[config.mk]
export PLATFORM = sky130hd
export DESIGN_NAME = counter_timer_arbiter_flat
export DESIGN_NICKNAME = d
export VERILOG_FILES = /design/src/rtl/counter_timer_arbiter_if.sv /design/src/rtl/counter_timer_arbiter.sv /design/src/flat_wrapper.sv
export SDC_FILE = /design/constraint.sdc
export NUM_CORES = 1
export LEC_CHECK = 0
export BUFFER_PORTS_ARGS = -buffer_cell sky130_fd_sc_hd__buf_2
export CAP_MARGIN = 5
export CORE_MARGIN = 4
export CORE_UTILIZATION = 37
export DETAILED_ROUTE_END_ITERATION = 16
export HOLD_SLACK_MARGIN = 0.03
export MAX_ROUTING_LAYER = met4
export PLACE_DENSITY_LB_ADDON = 0.1
export SETUP_SLACK_MARGIN = 0.1
export SKIP_LAST_GASP = 1
export SLEW_MARGIN = 15
export SYNTH_ARGS = -nofsm -noshare
export SYNTH_HDL_FRONTEND = slang
export SYNTH_SLANG_ARGS = --single-unit
[constraint.sdc]
create_clock -name clk -period 1.1 [get_ports clk]
set_input_delay 0 -clock clk [delete_from_list [all_inputs] [get_ports clk]]
set_output_delay 0 -clock clk [all_outputs]
set_load 0.005 [all_outputs]
[src/rtl/counter_timer_arbiter_if.sv]
// Bus between the shared delay timer and its two requesters.
// The requester side drives req/len; the timer side drives gnt/done/count/busy.
interface counter_timer_arbiter_if #(
  parameter int WIDTH = 4
) ();
  logic [1:0]       req;
  logic [WIDTH-1:0] len0;
  logic [WIDTH-1:0] len1;
  logic [1:0]       gnt;
  logic [1:0]       done;
  logic [WIDTH-1:0] count;
  logic             busy;

  modport master (
    output req, len0, len1,
    input  gnt, done, count, busy
  );

  modport slave (
    input  req, len0, len1,
    output gnt, done, count, busy
  );
endinterface

[src/rtl/counter_timer_arbiter.sv]
// Shared delay timer with a two-way round-robin arbiter.
// The owner's counter is cleared on grant, counts up to the length that was
// captured at grant time, and then the owner sees a one-cycle done pulse.
// Dropping req while owning the counter aborts the run without a done pulse.
module counter_timer_arbiter #(
  parameter int WIDTH = 4
) (
  input logic                   clk,
  input logic                   rstn,
  counter_timer_arbiter_if.slave bus
);

  typedef enum logic {
    ST_IDLE = 1'b0,
    ST_RUN  = 1'b1
  } state_t;

  localparam logic [WIDTH-1:0] CNT_ZERO = {WIDTH{1'b0}};
  localparam logic [WIDTH-1:0] CNT_ONE  = {{(WIDTH-1){1'b0}}, 1'b1};

  state_t           state_q;
  logic [1:0]       gnt_q;
  logic [WIDTH-1:0] count_q;
  logic [WIDTH-1:0] target_q;
  logic             last_q;
  logic             busy_q;

  logic             other_s;
  logic             win_s;
  logic [WIDTH-1:0] len_win_s;
  logic             own_req_s;
  logic             hit_s;

  // Arbitration and expiry decode from the registered state and live requests.
  always_comb begin
    other_s   = ~last_q;
    win_s     = last_q;
    len_win_s = bus.len0;
    if (bus.req[other_s]) begin
      win_s = other_s;
    end else begin
      win_s = last_q;
    end
    if (win_s) begin
      len_win_s = bus.len1;
    end else begin
      len_win_s = bus.len0;
    end
    // While running, last_q always names the current owner.
    own_req_s = bus.req[last_q];
    hit_s     = (count_q == target_q);
  end

  // Timer FSM: grant, count to target, release or abort, with a forced idle cycle.
  always_ff @(posedge clk or negedge rstn) begin
    if (!rstn) begin
      state_q  <= ST_IDLE;
      gnt_q    <= 2'b00;
      count_q  <= CNT_ZERO;
      target_q <= CNT_ZERO;
      last_q   <= 1'b1;
      busy_q   <= 1'b0;
    end else begin
      case (state_q)
        ST_IDLE: begin
          count_q <= CNT_ZERO;
          if (|bus.req) begin
            gnt_q    <= win_s ? 2'b10 : 2'b01;
            last_q   <= win_s;
            target_q <= len_win_s;
            busy_q   <= 1'b1;
            state_q  <= ST_RUN;
          end else begin
            gnt_q  <= 2'b00;
            busy_q <= 1'b0;
          end
        end
        ST_RUN: begin
          if (!own_req_s || hit_s) begin
            // Abort or expiry: both release the counter through one idle cycle.
            gnt_q   <= 2'b00;
            count_q <= CNT_ZERO;
            busy_q  <= 1'b0;
            state_q <= ST_IDLE;
          end else begin
            count_q <= count_q + CNT_ONE;
          end
        end
        default: begin
          gnt_q   <= 2'b00;
          count_q <= CNT_ZERO;
          busy_q  <= 1'b0;
          state_q <= ST_IDLE;
        end
      endcase
    end
  end

  // done depends on the owner's live req so an abort in the expiry cycle
  // suppresses the pulse; gnt_q is one-hot or zero, so only the owner's bit can rise.
  assign bus.done  = gnt_q & bus.req & {2{hit_s}};
  assign bus.gnt   = gnt_q;
  assign bus.count = count_q;
  assign bus.busy  = busy_q;

endmodule

[src/flat_wrapper.sv]
// flat-port wrapper written by rule: the top's interface ports become plain ports
module counter_timer_arbiter_flat 
#(
  parameter int WIDTH = 4
)
  (clk, rstn, bus_req, bus_len0, bus_len1, bus_gnt, bus_done, bus_count, bus_busy);
  counter_timer_arbiter_if #(.WIDTH(WIDTH)) bus_i ();
  input logic clk;
  input logic rstn;
  input wire logic [$bits(bus_i.req)-1:0] bus_req;
  input wire logic [$bits(bus_i.len0)-1:0] bus_len0;
  input wire logic [$bits(bus_i.len1)-1:0] bus_len1;
  output wire logic [$bits(bus_i.gnt)-1:0] bus_gnt;
  output wire logic [$bits(bus_i.done)-1:0] bus_done;
  output wire logic [$bits(bus_i.count)-1:0] bus_count;
  output wire logic [$bits(bus_i.busy)-1:0] bus_busy;
  assign bus_i.req = bus_req;
  assign bus_i.len0 = bus_len0;
  assign bus_i.len1 = bus_len1;
  assign bus_gnt = bus_i.gnt;
  assign bus_done = bus_i.done;
  assign bus_count = bus_i.count;
  assign bus_busy = bus_i.busy;
  counter_timer_arbiter #(.WIDTH(WIDTH)) u_core (.clk(clk), .rstn(rstn), .bus(bus_i));
endmodule
### After elaboration in Yosys (flattened, before gate mapping)

Cells that the tools add are included.

* add/subtract/negate cells: 1
* mux-type cells: 17
* magnitude comparators: 2
* eq/ne operators: 2
* reductions and logical operators: 4
* bitwise logic cells: 4

Operator list (count)
* 1-bit two-way mux: 8
* 4-bit two-way mux: 2
* 4-bit one-hot mux with 2 select lines: 1
* 2-bit two-way mux: 3
* 4-bit by 1-bit adder with 4-bit output, second input constant: 1
* 2-bit bitwise AND: 2
* 4-bit equality test: 1
* 1-bit by 2-bit < comparator with 1-bit output, second input constant: 2
* 1-bit one-hot mux with 2 select lines: 2
* 2-bit one-hot mux with 2 select lines: 1
* 2-bit != test, second input constant: 1
* 1-bit inverter: 2
* 2-bit AND reduction: 1
* 2-bit OR reduction: 1
* 1-bit zero test: 1
* 1-bit logical OR: 1

* output and inout port bits: 9
* logic and storage cells: 36
* register bits: 13

### Logic depth before layout (Yosys ltp)

Gate-level depths: netlist of the first run.

* depth in word-level cells: 7
* gate-level depth with buffers: 4

### Worst setup path after synthesis of the first run

No wires, ideal clock.

* path kind: reg-to-reg
* start point: register u_core.count_q[1], in the netlist u_core.bus.count[1]
* end point: register u_core.busy_q, in the netlist u_core.bus.busy
* stages on the path, launching flop included: 4
* required time: 0.959 ns
* data arrival time: 1.133 ns
* period minus slack after synthesis: 1.274 ns
* setup slack: -0.174 ns
* path buffers: 0
* cell sequence: dfrtp_1 xor2_1 nor4_4 o21ai_0

* cells in the longest elaborated chain, start to end: 3

RTL lines
* start: declaration: RTL line counter_timer_arbiter.sv:23 `logic [WIDTH-1:0] count_q;`
* start signal: assignment: RTL line counter_timer_arbiter.sv:86 `count_q <= count_q + CNT_ONE;`
* 4-bit equality test: RTL line counter_timer_arbiter.sv:51 `hit_s = (count_q == target_q);`
* 1-bit logical OR: RTL line counter_timer_arbiter.sv:79 `if (!own_req_s || hit_s) begin`
* 2-bit != test (no line)
* end signal: assignment: RTL line counter_timer_arbiter.sv:62 `busy_q <= 1'b0;`
* end signal: assignment: RTL line counter_timer_arbiter.sv:75 `busy_q <= 1'b0;`
* end signal: assignment: RTL line counter_timer_arbiter.sv:83 `busy_q <= 1'b0;`
* end: declaration: RTL line counter_timer_arbiter.sv:26 `logic busy_q;`

No other way between the ends.
A chain may end at the register's enable or synchronous reset.

### Worst setup path after layout of the first run

* start point: register u_core.target_q[2]
* end point: output bus_done[0]

* cells in the longest elaborated chain, start to end: 2

RTL lines
* start: declaration: RTL line counter_timer_arbiter.sv:24 `logic [WIDTH-1:0] target_q;`
* start signal: assignment: RTL line counter_timer_arbiter.sv:70 `target_q <= len_win_s;`
* 4-bit equality test: RTL line counter_timer_arbiter.sv:51
* 2-bit bitwise AND: RTL line counter_timer_arbiter.sv:101 `assign bus.done = gnt_q & bus.req & {2{hit_s}};`
* end: declaration: RTL line flat_wrapper.sv:14 `output wire logic [$bits(bus_i.done)-1:0] bus_done;`

No other way between the ends.

==> key figures, run 1 <==
Finish
  • Layout cells sized above 1: a little over two fifths
  • Diode count: 0
  • Fin cells: about 120
  • Final nets: 121
  • Post-synthesis to final-layout area growth: 56.37%

Yosys
  • Sequential-to-total area share from yosys stat: between 50% and 60%
  • Ys async rst share: 100.0%
  • Ys flop type: dfrtp_1
  • Syn. warnings: 0
  • Post-synth net total: 76
  • Post-synth cell types: 21
  • Yosys reg bits: 13
  • Synth Instances: 63
  • Syn Area/Cell: 10.29 µm²
  • Synth Cell Area: around 650 µm²
  • Post-synth EDFFs: 0

Timing
  • Final hold viol count: 0
  • Max Fclk: around 650 MHz
  • Smallest hold slack: just over 0.08 ns
  • Fin crit share: 139.6%
  • Layout Skew: 0.003250 ns
  • Tmin final: between 1.5 and 2 ns
  • RSZ-0062 raised after global routing: yes
  • Fin worst setup slack: -0.4357 ns
  • Final-report setup violation count: 14
  • Total negative slack: -2.587 ns
  • Slew HR: between 70% and 80%
  • Slew Limit Fails: 0
  • Least-Margin Pin Slew: 0.3084 ns

Worst hold path
  • Hold Startpoint: bus_req[1]
  • Min-Delay Path Depth: 3
  • Hold WC Path Type: in2reg
  • Hold Path Sink: u_core.state_q

Routing
  • Initial DRT Pass Iterations: 4
  • Remaining antenna violation count after routing: 0
  • Wire per inst: ~14 µm
  • DR iter-0 viols: 2
  • Vias per cell: between 5 and 6
  • Vias: approximately 640
  • # DRC: 0
  • Routed WL: 1756 µm

Placement
  • Number of port buffers: 20
  • Placed Cells incl. Taps: 105
  • GP Congestion: between 0.7 and 0.8
  • Hpwl dp: 1134 µm

Die
  • Core Footprint: 1577 µm²
  • DIE AREA: ~2500 µm²
  • Die Width: 49.86 µm
  • Die H: 49.86 µm
  • Floorplan row count: 14
  • I/O Pins: 21
  • Initial Utilization: approximately 41%

Global route
  • Global route overflow: 0
  • First-pass GRT wire length: 2801 µm
  • Pin count of the biggest net entering global routing: 14
  • GR Util All Layers: 15.51%
  • Initial antenna violation count: 0
  • Vias in the first global route: around 600

Setup path
  • Terminus of the critical flop-to-flop path: u_core.bus.gnt[1]
  • RR Startpoint: u_core.target_q[2]
  • CP startpoint kind: register
  • Maximum fanout along the worst path: 4
  • CP arrival: 1.54 ns
  • Nature of the critical path endpoint: primary output
  • Reg-to-reg slack, setup: -0.21 ns
  • Worst reg2reg path depth: 5
  • Worst EP required: 1.10 ns
  • WS Path Type: reg2out

CTS
  • Register clock-pin slew on the reported worst setup and hold paths: roughly 0.08 ns
  • TritonCTS clock tree: done
  • H-Tree Depth: 1
  • Clock Path Buffers: 2
  • CTS root buf: clkbuf_4
  • TritonCTS buffer count: 3
  • Num Clock Sinks: 13
  • Clk_lat worst skew: roughly 0.27 ns

Run status
  • Failing checks: setup timing
  • Outcome: finished, violations left

Power and ir drop
  • Leak pwr: ~0.5 nW
  • Worst vdd ir: about 0.0014 V
  • PwrDens: between 2000 and 2500 nW/µm²

Job
  • Max-cap violations: 0
sequential cells by signal, indices dropped and copies added (netlist names):
signal and count:
u_core.bus.busy 1, u_core.bus.count 4, u_core.bus.gnt 2, u_core.last_q 1
u_core.state_q 1, u_core.target_q 4
worst max-delay path, cell delays in order (launching register included):
cell	delay, ns
dfrtp_1	0.39
xor2_1	0.19
nor4_4	0.29
buf_6	0.15
and3_1	0.15
buf_2	0.10
power breakdown:
group | internal [W] | total [W] | switching (W) | leakage, nW
Combinational | 0.000598 | 0.00115 | 0.000549 | 0.322
Clock | 0.000140 | 0.000290 | 0.000150 | 0.0150
Sequential | 0.000687 | 0.000818 | 0.000131 | 0.160
Total | 0.00143 | 0.00226 | 0.000830 | 0.496
timing repair:
action / CTS / global route
gates cloned: 0 / 0
pin swaps: 2 / 3
endpoints found under the setup margin: 15 / 15
buffers inserted: 3 / 2
endpoints found under the hold margin: 17 / 0
hold buffers: 9 / 0
resized for setup: 5 / 6
cell families (layout without fill, tap and decap cells):
logic type | count (synthesis) | count (layout) | share of synthesized area (%)
buffers and inverters | 1 | 45 | 0.7715
DFF | 13 | 13 | 50.39
adders and majority gates | 1 | 1 | 1.930
xor gates and xnor gates | 6 | 6 | 8.108
AOI/OAI and AO/OA | 16 | 16 | 14.67
muxes | 1 | 1 | 1.737
and+or+nand+nor | 25 | 25 | 22.39
cells in the final DEF, fill, tap and decap left out, drive strengths merged, types with 3 or more instances in the layout:
cell type / n
buf: 32
dfrtp: 12
dlygate4sd3: 9
nand3: 9
o21ai: 9
xor2: 5
nor2: 4
a31oi: 4
clkbuf: 4
nor3: 3
worst max path at each step:
stage,startpoint,end,slack [ns],cells past startpoint
2_1_floorplan,u_core.bus.count[2],bus_done[0],-0.16,3
3_3_place_gp,u_core.last_q,u_core.state_q,-0.16,3
3_5_place_dp,u_core.target_q[2],bus_done[1],-0.19,5
4_1_cts,u_core.target_q[2],bus_done[0],-0.44,5
5_1_grt,u_core.target_q[0],bus_done[1],-0.54,5
6_report,u_core.target_q[2],bus_done[0],-0.44,5
metal layers:
layer  vias up  part of all wire (%)  track usage, %
li1        317                     -               -
met1       304                    44           18.27
met2        14                    52           25.11
met3         2                   3.7           5.422
met4         0                   1.0           4.147
met5         -                     0               -
metrics by stage:
stage                     instance area, µm²  setup slack, ns  power, W  utilization, %
after floorplan                        669.4          -0.1599  0.001450               -
after global placement                 830.8          -0.1615  0.001768           52.70
after detailed placement               830.8          -0.1905  0.001768           52.70
after CTS                              982.2          -0.4443  0.002173           62.30
after global routing                    1013          -0.5390  0.002439           64.29
final                                   1013          -0.4357  0.002255           64.29
final cells by class:
cell class | count | area [µm²]
multi-input cells | 49 | 352.8
well taps | 16 | 20.02
flip-flops and latches | 13 | 326.6
fillers | 136 | 563.0
repair buffers | 41 | 287.8
clock buffers | 4 | 26.28
synth_stat cells, types with 2 or more instances:
cell	instances	share of area, %
a31oi_1	4	3.9
and3_1	2	1.9
dfrtp_1	12	46
nand2b_1	2	1.9
nand3_1	9	6.9
nor2_1	4	2.3
nor2b_1	2	1.9
nor3_1	3	2.3
o21ai_0	9	6.9
xor2_1	5	6.8
No activity file was read; power rests on OpenSTA's default activity.
==> run 2, diff against run 1 <==
--- a/config.mk
+++ b/config.mk
@@ -10,7 +10,7 @@
 export CORE_MARGIN = 4
 export CORE_UTILIZATION = 37
 export DETAILED_ROUTE_END_ITERATION = 16
-export HOLD_SLACK_MARGIN = 0.03
+export HOLD_SLACK_MARGIN = 0.12
 export MAX_ROUTING_LAYER = met4
 export PLACE_DENSITY_LB_ADDON = 0.1
 export SETUP_SLACK_MARGIN = 0.1
==> run 2 against run 1 <==
Against the previous run: largest power group unchanged; first-iteration DRC count rose to 11 times the previous value; the run still ends with setup timing left; clock power fell by 2%; wire length decreased by 0.11%; highest routed layer unchanged; cell count up 1.6%; worst hold slack improved by 0.077 ns.
==> key figures, run 2 (synthesis gave the netlist of run 1 again) <==
Power and ir drop
  • Clock power frac: 12.7% (was 12.9%)
  • Worst vdd ir: 0.001351 V (was 0.001385 V)
  • PwrDens: 2187 nW/µm² (was 2225 nW/µm²)
  • Comb pwr share: 50.9% (about the same)
  • Switching Fraction: 36.56% (was 36.80%)
  • Leak pwr: 0.5026 nW (was 0.4965 nW)
  • Internal power: 0.001427 W (was 0.001425 W)
  • Reg power frac: 36.4% (was 36.3%)
  • P_sw: 0.0008225 W (was 0.0008299 W)

Timing
  • Total negative slack: -2.572 ns (was -2.587 ns)
  • Fin worst setup slack: -0.4312 ns (was -0.4357 ns)
  • Tmin final: 1.531 ns (was 1.536 ns)
  • Slew Limit Fails: 0 (unchanged)
  • Max Fclk: 653.1 MHz (was 651.2 MHz)
  • Slew HR: 78.95% (was 79.44%)
  • RSZ-0062 raised after global routing: yes (unchanged)
  • Layout Skew: 0.003455 ns (was 0.003250 ns)
  • Final hold viol count: 0 (unchanged)
  • Least-Margin Pin Slew: 0.3158 ns (was 0.3084 ns)
  • Fin crit share: 139.2% (was 139.6%)
  • Final-report setup violation count: 14 (unchanged)

Run status
  • Outcome: finished, violations left (unchanged)
  • Failing checks: setup timing (unchanged)

Placement
  • GP Congestion: 0.7122 (unchanged)
  • Worst slack at placement: -0.1905 ns (unchanged)
  • Number of port buffers: 20 (unchanged)
  • Hpwl dp: 1134 µm (unchanged)

CTS
  • CTS root buf: clkbuf_4 (unchanged)
  • Clock Path Buffers: 2 (unchanged)
  • Register clock-pin slew on the reported worst setup and hold paths: 0.08 ns (about the same)
  • Num Clock Sinks: 13 (unchanged)
  • TritonCTS buffer count: 3 (unchanged)
  • Clk_lat worst skew: 0.27 ns (about the same)
  • H-Tree Depth: 1 (unchanged)
  • TritonCTS clock tree: done (unchanged)

Global route
  • Initial antenna violation count: 0 (unchanged)
  • Global route overflow: 0 (unchanged)
  • GR Util All Layers: 15.84% (was 15.51%)
  • Vias in the first global route: 616 (was 614)
  • First-pass GRT wire length: 2822 µm (was 2801 µm)
  • Pin count of the biggest net entering global routing: 14 (unchanged)

Setup path
  • Worst EP required: 1.10 ns (about the same)
  • CP startpoint kind: register (unchanged)
  • CP max stage delay: 0.39 ns (about the same)
  • Critical path cell sequence: xor2_1 -> nor4_4 -> buf_6 -> and3_1 -> buf_2 (unchanged)
  • Nature of the critical path endpoint: primary output (unchanged)
  • Critical-path top delay cell: dfrtp_1 (unchanged)
  • CP arrival: 1.53 ns (was 1.54 ns)
  • WS Path Type: reg2out (unchanged)
  • Maximum fanout along the worst path: 4 (unchanged)

Routing
  • # DRC: 0 (unchanged)
  • Initial DRT Pass Iterations: 4 (unchanged)
  • Remaining antenna violation count after routing: 0 (unchanged)
  • DR iter-0 viols: 22 (was 2)
  • Routed WL: 1754 µm (was 1756 µm)
  • Vias: 643 (was 637)
  • Wire per inst: 14.03 µm (was 14.28 µm)
  • Vias per cell: 5.144 (was 5.179)

Worst hold path
  • Hold WC Path Type: in2async (was in2reg)

Die
  • Die Width: 49.86 µm (unchanged)
  • Initial Utilization: 41.11% (unchanged)
  • Core Footprint: 1577 µm² (unchanged)
  • I/O Pins: 21 (unchanged)
  • Die H: 49.86 µm (unchanged)
  • DIE AREA: 2486 µm² (unchanged)
  • Floorplan row count: 14 (unchanged)

Finish
  • Most common cell after layout, fill and taps aside: buf_2 (unchanged)
  • Post-synthesis to final-layout area growth: 58.69% (was 56.37%)
  • Final nets: 123 (was 121)
  • Post-layout util: 65.24% (was 64.29%)
  • Commonest cells after routing, fill and taps aside: 20 x buf_2, 12 x dfrtp_1, 11 x dlygate4sd3_1 (was 20 x buf_2, 12 x dfrtp_1, 10 x buf_4)
  • Diode count: 0 (unchanged)
  • # fillers: 135 (was 136)
  • Layout cells sized above 1: 42.20% (was 43.93%)

Job
  • Max-cap violations: 0 (unchanged)
## run 2: cell types whose count changed in the layout (fill, tap and decap cells not counted), sizes merged
cell and change:
dlygate4sd3 +2
## run 2: final timing paths
check	start	to	slack (ns)	cells after the start
max	u_core.target_q[2]	bus_done[0]	-0.43	5
min	rstn	u_core.bus.count[3]	0.16	2
max reg2reg	u_core.target_q[2]	u_core.bus.gnt[1]	-0.21	5
min reg2reg	u_core.bus.busy	u_core.bus.busy	0.55	2
max in group asynchronous	rstn	u_core.last_q	0.65	2
min in group clk	bus_req[1]	u_core.bus.gnt[0]	0.16	4
## run 2: worst max-delay path, delay by kind of cell, from the launching register on
kind,cells,cell delay (ns)
buffers and inverters,2,0.24
AND/OR/NAND/NOR,2,0.44
XOR/XNOR,1,0.19
flip-flops,1,0.39
## run 2: routing by layer
metal	vias up	wire length, µm	global-route usage (%)
li1	322	-	-
met1	301	745	18.83
met2	18	912	25.55
met3	2	77	5.422
met4	0	18	4.147
met5	-	0	-
## run 2: what timing repair did
item / CTS / global route
setup endpoints to repair: 15 / 15
cloned: 0 / 0
hold buffers: 11 / 0
resized for setup: 5 / 5
pin swaps: 2 / 3
buffers inserted: 3 / 2
endpoints found under the hold margin: 19 / 0
## run 2: cell type report
type | instances | area, µm² | share of cell area, %
multi-input cells | 49 | 347.8 | 33.82
repair buffers | 43 | 307.8 | 29.93
well taps | 16 | 20.02 | 1.946
clock buffers | 4 | 26.28 | 2.555
flip-flops and latches | 13 | 326.6 | 31.75
## run 2: stage by stage
step | power [W] | instances | instance area [µm²] | hold WS (ns)
floorplan | 0.001450 | 63 | 669.4 | -0.2956
global placement | 0.001768 | 105 | 830.8 | -0.09448
detailed placement | 0.001768 | 105 | 830.8 | -0.09397
CTS | 0.002179 | 123 | 1002 | 0.1447
global route | 0.002437 | 125 | 1028 | 0.1566
finish | 0.002250 | 125 | 1028 | 0.1573
## run 2: power by group through the flow
stage                     logic (W)  clock network (W)  registers [W]
final                       0.00114           0.000285       0.000820
after detailed placement   0.000943                  0       0.000825
after global placement     0.000953                  0       0.000815
after CTS                   0.00106           0.000301       0.000816
after global routing        0.00126           0.000337       0.000838
after floorplan            0.000598                  0       0.000852
